$ cat config.mk
export PLATFORM = sky130hd
export DESIGN_NAME = id_ex_pipe
export DESIGN_NICKNAME = d
export VERILOG_FILES = /design/src/rtl/udlx_pkg.sv /design/src/rtl/load_use_detect.sv /design/src/rtl/id_ex_pipe.sv
export SDC_FILE = /design/constraint.sdc
export NUM_CORES = 1
export LEC_CHECK = 0
export ABC_AREA = 1
export CAP_MARGIN = 20
export CORE_AREA = 2 2 130 132
export DETAILED_ROUTE_END_ITERATION = 8
export DIE_AREA = 0 0 132 134
export GPL_TIMING_DRIVEN = 0
export PLACE_DENSITY = 0.88
export SYNTH_ARGS = -nofsm -noshare
export SYNTH_HDL_FRONTEND = slang
export SYNTH_SLANG_ARGS = --single-unit
$ cat constraint.sdc
create_clock -name clk -period 6.6 [get_ports clk]
set_input_delay 1.65 -clock clk [delete_from_list [all_inputs] [get_ports clk]]
set_output_delay 1.65 -clock clk [all_outputs]
set_load 0.02 [all_outputs]
$ cat src/rtl/udlx_pkg.sv
// uDLX shared definitions: register-zero address, ALU opcodes and the
// EX control-bit bundle carried from ID into EX.
package udlx_pkg;

   localparam int REG_ZERO = 0;

   localparam logic [3:0] ALU_ADD  = 4'h0;
   localparam logic [3:0] ALU_SUB  = 4'h1;
   localparam logic [3:0] ALU_AND  = 4'h2;
   localparam logic [3:0] ALU_OR   = 4'h3;
   localparam logic [3:0] ALU_XOR  = 4'h4;
   localparam logic [3:0] ALU_SLL  = 4'h5;
   localparam logic [3:0] ALU_SRL  = 4'h6;
   localparam logic [3:0] ALU_SRA  = 4'h7;
   localparam logic [3:0] ALU_SLT  = 4'h8;
   localparam logic [3:0] ALU_SLTU = 4'h9;
   localparam logic [3:0] ALU_LUI  = 4'hA;

   typedef struct packed {
      logic reg_wr;
      logic mem_rd;
      logic mem_wr;
   } ctrl_t;

   localparam ctrl_t CTRL_BUBBLE = '{reg_wr: 1'b0, mem_rd: 1'b0, mem_wr: 1'b0};

endpackage

$ cat src/rtl/load_use_detect.sv
// Load-use hazard check between the load sitting in EX and the
// instruction currently decoded in ID.
module load_use_detect
   import udlx_pkg::*;
#(
   parameter int REG_ADDR_WIDTH = 5
) (
   input  logic                      ex_valid,
   input  ctrl_t                     ex_ctrl,
   input  logic [REG_ADDR_WIDTH-1:0] ex_dst,
   input  logic                      id_valid,
   input  logic [REG_ADDR_WIDTH-1:0] id_addr_a,
   input  logic [REG_ADDR_WIDTH-1:0] id_addr_b,
   input  logic                      id_use_b,
   output logic                      load_use
);

   logic ex_is_load;
   logic hit_a;
   logic hit_b;

   assign ex_is_load = ex_valid & ex_ctrl.mem_rd & ex_ctrl.reg_wr
                     & (ex_dst != REG_ADDR_WIDTH'(REG_ZERO));
   assign hit_a = (ex_dst == id_addr_a);
   assign hit_b = id_use_b & (ex_dst == id_addr_b);

   assign load_use = ex_is_load & id_valid & (hit_a | hit_b);

endmodule

$ cat src/rtl/id_ex_pipe.sv
// uDLX ID/EX pipeline register with load-use bubble and WB bypass.
// Optional perf counters: define ID_EX_PERF_CNT_EN.
module id_ex_pipe
   import udlx_pkg::*;
#(
   parameter int DATA_WIDTH     = 32,
   parameter int REG_ADDR_WIDTH = 5,
   parameter int ALU_OP_WIDTH   = 4
) (
   input  logic                      clk,
   input  logic                      rst,
   input  logic                      id_valid_in,
   input  logic [DATA_WIDTH-1:0]     id_data_a_in,
   input  logic [DATA_WIDTH-1:0]     id_data_b_in,
   input  logic [REG_ADDR_WIDTH-1:0] id_addr_a_in,
   input  logic [REG_ADDR_WIDTH-1:0] id_addr_b_in,
   input  logic                      id_use_b_in,
   input  logic [DATA_WIDTH-1:0]     id_imm_in,
   input  logic [ALU_OP_WIDTH-1:0]   id_alu_op_in,
   input  logic [REG_ADDR_WIDTH-1:0] id_reg_dst_addr_in,
   input  logic                      id_reg_wr_ena_in,
   input  logic                      id_mem_rd_ena_in,
   input  logic                      id_mem_wr_ena_in,
   input  logic [DATA_WIDTH-1:0]     wb_reg_data_in,
   input  logic [REG_ADDR_WIDTH-1:0] wb_reg_addr_in,
   input  logic                      wb_reg_wr_ena_in,
   input  logic                      ex_stall_in,
   input  logic                      flush_in,
   output logic                      ex_valid_out,
   output logic [DATA_WIDTH-1:0]     ex_data_a_out,
   output logic [DATA_WIDTH-1:0]     ex_data_b_out,
   output logic [REG_ADDR_WIDTH-1:0] ex_addr_a_out,
   output logic [REG_ADDR_WIDTH-1:0] ex_addr_b_out,
   output logic [DATA_WIDTH-1:0]     ex_imm_out,
   output logic [ALU_OP_WIDTH-1:0]   ex_alu_op_out,
   output logic [REG_ADDR_WIDTH-1:0] ex_reg_dst_addr_out,
   output logic                      ex_reg_wr_ena_out,
   output logic                      ex_mem_rd_ena_out,
   output logic                      ex_mem_wr_ena_out,
`ifdef ID_EX_PERF_CNT_EN
   output logic [31:0]               bubble_cnt_out,
   output logic [31:0]               stall_cnt_out,
`endif
   output logic                      id_stall_out
);

   localparam logic [REG_ADDR_WIDTH-1:0] R0 = REG_ADDR_WIDTH'(REG_ZERO);

   logic                      ex_valid_q;
   logic [DATA_WIDTH-1:0]     ex_a_q;
   logic [DATA_WIDTH-1:0]     ex_b_q;
   logic [REG_ADDR_WIDTH-1:0] ex_aa_q;
   logic [REG_ADDR_WIDTH-1:0] ex_ab_q;
   logic [DATA_WIDTH-1:0]     ex_imm_q;
   logic [ALU_OP_WIDTH-1:0]   ex_op_q;
   logic [REG_ADDR_WIDTH-1:0] ex_dst_q;
   ctrl_t                     ex_ctrl_q;

   ctrl_t                     id_ctrl;
   logic [DATA_WIDTH-1:0]     byp_a;
   logic [DATA_WIDTH-1:0]     byp_b;
   logic                      load_use;
   logic                      sel_hold;
   logic                      sel_bub;

   assign id_ctrl = '{reg_wr: id_reg_wr_ena_in,
                      mem_rd: id_mem_rd_ena_in,
                      mem_wr: id_mem_wr_ena_in};

   load_use_detect #(
      .REG_ADDR_WIDTH(REG_ADDR_WIDTH)
   ) u_lud (
      .ex_valid  (ex_valid_q),
      .ex_ctrl   (ex_ctrl_q),
      .ex_dst    (ex_dst_q),
      .id_valid  (id_valid_in),
      .id_addr_a (id_addr_a_in),
      .id_addr_b (id_addr_b_in),
      .id_use_b  (id_use_b_in),
      .load_use  (load_use)
   );

   // r0 always reads zero; otherwise a same-cycle WB write wins over the RF
   always_comb begin
      byp_a = id_data_a_in;
      if (id_addr_a_in == R0)
         byp_a = '0;
      else if (wb_reg_wr_ena_in && (wb_reg_addr_in == id_addr_a_in))
         byp_a = wb_reg_data_in;
   end

   always_comb begin
      byp_b = id_data_b_in;
      if (id_addr_b_in == R0)
         byp_b = '0;
      else if (wb_reg_wr_ena_in && (wb_reg_addr_in == id_addr_b_in))
         byp_b = wb_reg_data_in;
   end

   assign sel_hold     = ex_stall_in;
   assign sel_bub      = ~ex_stall_in & (flush_in | load_use);
   assign id_stall_out = ex_stall_in | (load_use & ~flush_in);

   always_ff @(posedge clk or posedge rst) begin
      if (rst) begin
         ex_valid_q <= 1'b0;
         ex_a_q     <= '0;
         ex_b_q     <= '0;
         ex_aa_q    <= '0;
         ex_ab_q    <= '0;
         ex_imm_q   <= '0;
         ex_op_q    <= '0;
         ex_dst_q   <= '0;
         ex_ctrl_q  <= CTRL_BUBBLE;
      end else begin
         unique case (1'b1)
            sel_hold: begin
            end
            sel_bub: begin
               ex_valid_q <= 1'b0;
               ex_a_q     <= '0;
               ex_b_q     <= '0;
               ex_aa_q    <= '0;
               ex_ab_q    <= '0;
               ex_imm_q   <= '0;
               ex_op_q    <= '0;
               ex_dst_q   <= '0;
               ex_ctrl_q  <= CTRL_BUBBLE;
            end
            default: begin
               ex_valid_q <= id_valid_in;
               ex_a_q     <= byp_a;
               ex_b_q     <= byp_b;
               ex_aa_q    <= id_addr_a_in;
               ex_ab_q    <= id_addr_b_in;
               ex_imm_q   <= id_imm_in;
               ex_op_q    <= id_alu_op_in;
               ex_dst_q   <= id_reg_dst_addr_in;
               ex_ctrl_q  <= id_valid_in ? id_ctrl : CTRL_BUBBLE;
            end
         endcase
      end
   end

   assign ex_valid_out        = ex_valid_q;
   assign ex_data_a_out       = ex_a_q;
   assign ex_data_b_out       = ex_b_q;
   assign ex_addr_a_out       = ex_aa_q;
   assign ex_addr_b_out       = ex_ab_q;
   assign ex_imm_out          = ex_imm_q;
   assign ex_alu_op_out       = ex_op_q;
   assign ex_reg_dst_addr_out = ex_dst_q;
   assign ex_reg_wr_ena_out   = ex_ctrl_q.reg_wr;
   assign ex_mem_rd_ena_out   = ex_ctrl_q.mem_rd;
   assign ex_mem_wr_ena_out   = ex_ctrl_q.mem_wr;

`ifdef ID_EX_PERF_CNT_EN
   logic [31:0] bub_q;
   logic [31:0] stl_q;

   // a flushed load-use counts as a flush, not as a load-use bubble
   always_ff @(posedge clk or posedge rst) begin
      if (rst) begin
         bub_q <= '0;
         stl_q <= '0;
      end else begin
         if (sel_bub && !flush_in && load_use && (bub_q != '1))
            bub_q <= bub_q + 32'd1;
         if (ex_stall_in && (stl_q != '1))
            stl_q <= stl_q + 32'd1;
      end
   end

   assign bubble_cnt_out = bub_q;
   assign stall_cnt_out  = stl_q;
`endif

endmodule
# --- Word-level counts from Yosys, hierarchy flattened ---
# Index checks and enable logic that the tools add are counted.
totals:
  register_bits: 119
  in_bits: 162
  out_inout_bits: 120
  elab_cells: 47
op_classes:
  eq_ne: 4
  muxes: 14
  bitwise: 13
  n_reduce_logical: 5
ops:
  columns: ["cell", "n"]
  rows:
  - ["32-bit case mux with 2 select lines", 3]
  - ["32-bit two-way mux", 4]
  - ["5-bit case mux with 2 select lines", 3]
  - ["5-bit equality test", 4]
  - ["5-bit logical NOT", 2]
  - ["1-bit bitwise AND", 8]
  - ["4-bit case mux with 2 select lines", 1]
  - ["3-bit case mux with 2 select lines", 1]
  - ["5-bit nonzero test", 1]
  - ["3-bit two-way mux", 1]
  - ["1-bit OR", 3]
  - ["1-bit logical AND", 2]
  - ["1-bit inverter", 2]
  - ["1-bit case mux with 2 select lines", 1]

# --- Depth between registers and ports, before layout ---
logic_depth:
  depth_word: 8
  mapped_depth: 12
  ltp_nobuf: 11

# --- By module ---
# A second synthesis with hierarchy kept.
unflattened:
  cells_unflattened: 777
  hier_area_um2: 6103.4
modules_own_cells:
  columns: ["mod", "instances", "cells_each", "area_per_inst_um2", "seq_area_each_um2"]
  rows:
  - ["id_ex_pipe", 1, 723, 5880.6, 2977.9]
  - ["load_use_detect", 1, 54, 222.7, 0.0]

# --- Worst setup path after synthesis ---
# No wires, ideal clock.
synth_timing:
  kind: "in2out"
  startpoint: "in id_addr_b_in[0]"
  endpoint: "out id_stall_out"
  arrival_time_ns: 2.584
  t_required_ns: 4.950
  slack_ns: 2.366
  stages: 8
  n_path_buf: 0
  cell_sequence: "inv_2 > nand2_1 > nand2_1 > nor2_1 > nand3_1 > nand2_1 > nand2_2 > o21ai_0"
synth_between:
  elab_chain_len: 6
synth_rtl:
  columns: ["item", "line_no", "rtl"]
  rows:
  - ["start: declaration", "id_ex_pipe.sv:16", "input logic [REG_ADDR_WIDTH-1:0] id_addr_b_in,"]
  - ["5-bit equality test", "load_use_detect.sv:25", "assign hit_b = id_use_b & (ex_dst == id_addr_b);"]
  - ["1-bit bitwise AND", "load_use_detect.sv:25", null]
  - ["1-bit OR", "load_use_detect.sv:27", "assign load_use = ex_is_load & id_valid & (hit_a | hit_b);"]
  - ["1-bit bitwise AND", "load_use_detect.sv:27", null]
  - ["1-bit bitwise AND", "id_ex_pipe.sv:102", "assign id_stall_out = ex_stall_in | (load_use & ~flush_in);"]
  - ["1-bit OR", "id_ex_pipe.sv:102", null]
  - ["end: declaration", "id_ex_pipe.sv:44", "output logic id_stall_out"]
# Every way passes these cells.

# --- Final worst setup path ---
layout_timing:
  startpoint: "in id_addr_a_in[4]"
  endpoint: "out id_stall_out"
layout_between:
  elab_chain_len: 5
layout_rtl:
  columns: ["item", "line_no", "rtl"]
  rows:
  - ["start: declaration", "id_ex_pipe.sv:15", "input logic [REG_ADDR_WIDTH-1:0] id_addr_a_in,"]
  - ["5-bit equality test", "load_use_detect.sv:24", "assign hit_a = (ex_dst == id_addr_a);"]
  - ["1-bit OR", "load_use_detect.sv:27", null]
  - ["1-bit bitwise AND", "load_use_detect.sv:27", null]
  - ["1-bit bitwise AND", "id_ex_pipe.sv:102", null]
  - ["1-bit OR", "id_ex_pipe.sv:102", null]
# Every way passes these cells.

==> flow_summary.json <==
{
  "status": "finished, final reports clean",
  "cts_resized": 0,
  "synth.top_cell.area_share": 0.4629,
  "grt_antenna_before_repair": 0,
  "synth_area_leaders": "dfrtp_1 (46%), nand2_1 (24%), nor2_1 (8.3%), inv_1 (4.9%), mux2i_1 (4.8%)",
  "dp_slack_ps": 1077,
  "path_cells": "clkdlybuf4s50_1 -> inv_1 -> nand2_1 -> nand2_1 -> nor2_1 -> nand3_1 -> nand2_1 -> nand2_2 -> o21ai_0 -> clkdlybuf4s50_1",
  "grt-ovfl-total": 0,
  "numPortBuffers": 281,
  "wl_per_cell_um": 15.29,
  "fill_cells": 1389,
  "dp_hpwl_um": 16700,
  "rows": 47,
  "ant_nets": 0,
  "combPwrFrac": 0.242,
  "post-cts-setup-buffers": 0,
  "end_kind": "primary output",
  "dr.pass1.iters": 6,
  "multiInputGateArea_sq_um": 2819,
  "min_period_ps": 5499,
  "syn_to_final_growth_pct": 57.58,
  "cp_max_fo": 6,
  "grt_use_total": 0.2512,
  "cts_buffer_depth": 2,
  "yosys.area.top_type": "dfrtp_1",
  "via_per_inst": 4.746,
  "start_util": 0.3949,
  "p_sw_uw": 680.1,
  "ir_drop_uv": 173.1,
  "synthDistinctLibCells": 21,
  "final_cell_mix": "nand2_1 (410), clkdlybuf4s50_1 (281), nor2_1 (143)",
  "hold_buffers": 0,
  "pwr-share-clk": 0.395,
  "worstMarginPinSlew_ps": 601.2,
  "finalClockSkew_ps": 14.32,
  "switching_share": 0.2922,
  "finalHoldViolCount": 0,
  "hp-class": "register to register",
  "ys_seq_area_frac": 0.4629,
  "wirelength_um": 22240,
  "cp_data_required_time_ps": 4950,
  "syn_inst": 922,
  "crit_buf_inv": 3,
  "gp_congestion": 0.8626,
  "p_seq_frac": 0.363,
  "die_y_um": 134,
  "grt_pass1_vias": 6832,
  "layout_worst_path_cycle_share": 0.8332,
  "grt_max_degree": 63,
  "worstPathArrival_ps": 3850,
  "clk_latency_ps": 420,
  "yosys_warnings": 0,
  "nets": 1385,
  "clk_pin_slew_ps": 60,
  "cts.sinks": 119,
  "drt_iter0_drc": 346,
  "cp_slowest_cell": "clkdlybuf4s50_1",
  "syn-num-nets": 1084,
  "coreArea_sq_um": 16290,
  "cts_tree": "done",
  "p_leak_nw": 5.350,
  "layout_commonest_cell": "nand2_1",
  "setup_viol": 0,
  "synth-seq-cells": 119,
  "relSlewSlack": 0.5992,
  "syn_area_per_cell_sq_um": 6.977,
  "cp_slowest_stage_delay_ps": 680,
  "drive_gt1_frac": 0.05911,
  "die_w_um": 132,
  "grt_pass1_wl_um": 34960,
  "regArea_sq_um": 2978,
  "fmax_ghz": 0.1818,
  "drc": 0,
  "powerDensity_nw_per_um2": 229.6,
  "cp-start-kind": "input port",
  "syn_area_sq_um": 6432,
  "critPathKind": "input port to primary output",
  "drv_slew": 0,
  "fin_ws_ps": 1101,
  "rsz0062_at_grt": "false",
  "cp_top_family": "buffers and inverters",
  "antenna_cells": 0,
  "die_area_sq_um": 17690,
  "cts_max_level": 4,
  "maxCapViolCount": 0,
  "cts_buffers": 17,
  "ioPinCount": 282,
  "clock-root-buffer": "clkbuf_16",
  "num_vias": 6905,
  "cp_common_cell": "nand2_1",
  "internal-power_mw": 1.647,
  "tns_ps": 0
}
-- layer usage --
layer / vias up / global-route usage / share of wire / wire, um
li1: 3383 / - / - / -
met1: 3194 / 0.2985 / 0.41 / 9176
met2: 288 / 0.4389 / 0.49 / 10950
met3: 40 / 0.06311 / 0.070 / 1554
met4: 0 / 0.09662 / 0.025 / 556
met5: - / 0 / 0 / 0
-- path summary, 6_finish.rpt --
check                                                    from                       endpoint  slack [ps]  cells past startpoint
min reg2reg                     ex_data_a_out[11]$_DFFE_PP0N_  ex_data_a_out[11]$_DFFE_PP0N_         480                      2
min                             ex_data_a_out[11]$_DFFE_PP0N_  ex_data_a_out[11]$_DFFE_PP0N_         480                      2
max reg2reg                ex_reg_dst_addr_out[4]$_DFFE_PP0N_   ex_data_a_out[7]$_DFFE_PP0N_        4830                     12
min in group asynchronous                                 rst   ex_data_b_out[2]$_DFFE_PP0N_        1670                      2
max                                           id_addr_a_in[4]                   id_stall_out        1100                     10
max in group asynchronous                                 rst  ex_data_a_out[29]$_DFFE_PP0N_        4230                      3
-- sequential cells by signal, summed over array words and instances, names as in the netlist --
signal and cells:
ex_reg_wr_ena_out 1, ex_data_b_out 32, ex_valid_out 1, ex_mem_rd_ena_out 1
ex_alu_op_out 4, ex_mem_wr_ena_out 1, ex_addr_b_out 5, ex_data_a_out 32
ex_reg_dst_addr_out 5, ex_addr_a_out 5, ex_imm_out 32
-- worst min-delay path: cells and delay by family (launching register included) --
kind	cells	cell delay, ps
flip-flops	1	340
AND/OR/NAND/NOR	2	110
-- cell usage after synthesis --
| cell | count |
|---|---|
| xnor2_1 | 1 |
| nor2_1 | 143 |
| a21oi_1 | 31 |
| clkbuf_1 | 19 |
| mux2i_1 | 31 |
| nand4_1 | 7 |
| nand2_2 | 1 |
| nand2_4 | 2 |
| inv_2 | 8 |
| and3_1 | 1 |
| o21ai_1 | 1 |
| nand3_2 | 2 |
| buf_6 | 12 |
| buf_2 | 15 |
| buf_1 | 1 |
| nand3_1 | 3 |
| o21ai_0 | 30 |
| inv_1 | 84 |
| nand2_1 | 410 |
| clkbuf_2 | 1 |
| dfrtp_1 | 119 |
-- layout make-up --
class                   instances  area share
flip-flops and latches        119      0.2938
well taps                     220     0.02716
plain buffers                  48     0.02864
clock buffers                  20     0.04506
clock inverters                11     0.01247
multi-input cells             663      0.2781
inverters                      92     0.03456
repair buffers                282      0.2802
-- through the flow --
step	cell area (sq um)	std cells	total power, mW	utilization	hold WS [ps]
global route	10140	1455	2.423	0.6222	496.4
CTS	10140	1455	2.338	0.6222	480.7
floorplan	6432	922	1.108	-	591.2
detailed placement	9553	1424	1.418	0.5865	464.5
finish	10140	1455	2.327	0.6222	478.3
global placement	9520	1423	1.403	0.5845	461.7
-- power by group through the flow --
stage | combinational [mW] | clock (mW) | sequential [mW]
finish | 0.563 | 0.920 | 0.845
CTS | 0.566 | 0.927 | 0.845
global route | 0.608 | 0.963 | 0.852
floorplan | 0.172 | 0 | 0.936
global placement | 0.549 | 0 | 0.854
detailed placement | 0.564 | 0 | 0.855
-- cells by family after synthesis --
logic type      count (synthesis)  synth area share
compound gates                 62           0.04824
xor+xnor                        1          0.001362
buf+inv                       140           0.09881
flops                         119            0.4629
mux                            31           0.04824
simple gates                  569            0.3404
Note: power is estimated with default switching activity, not from simulation.
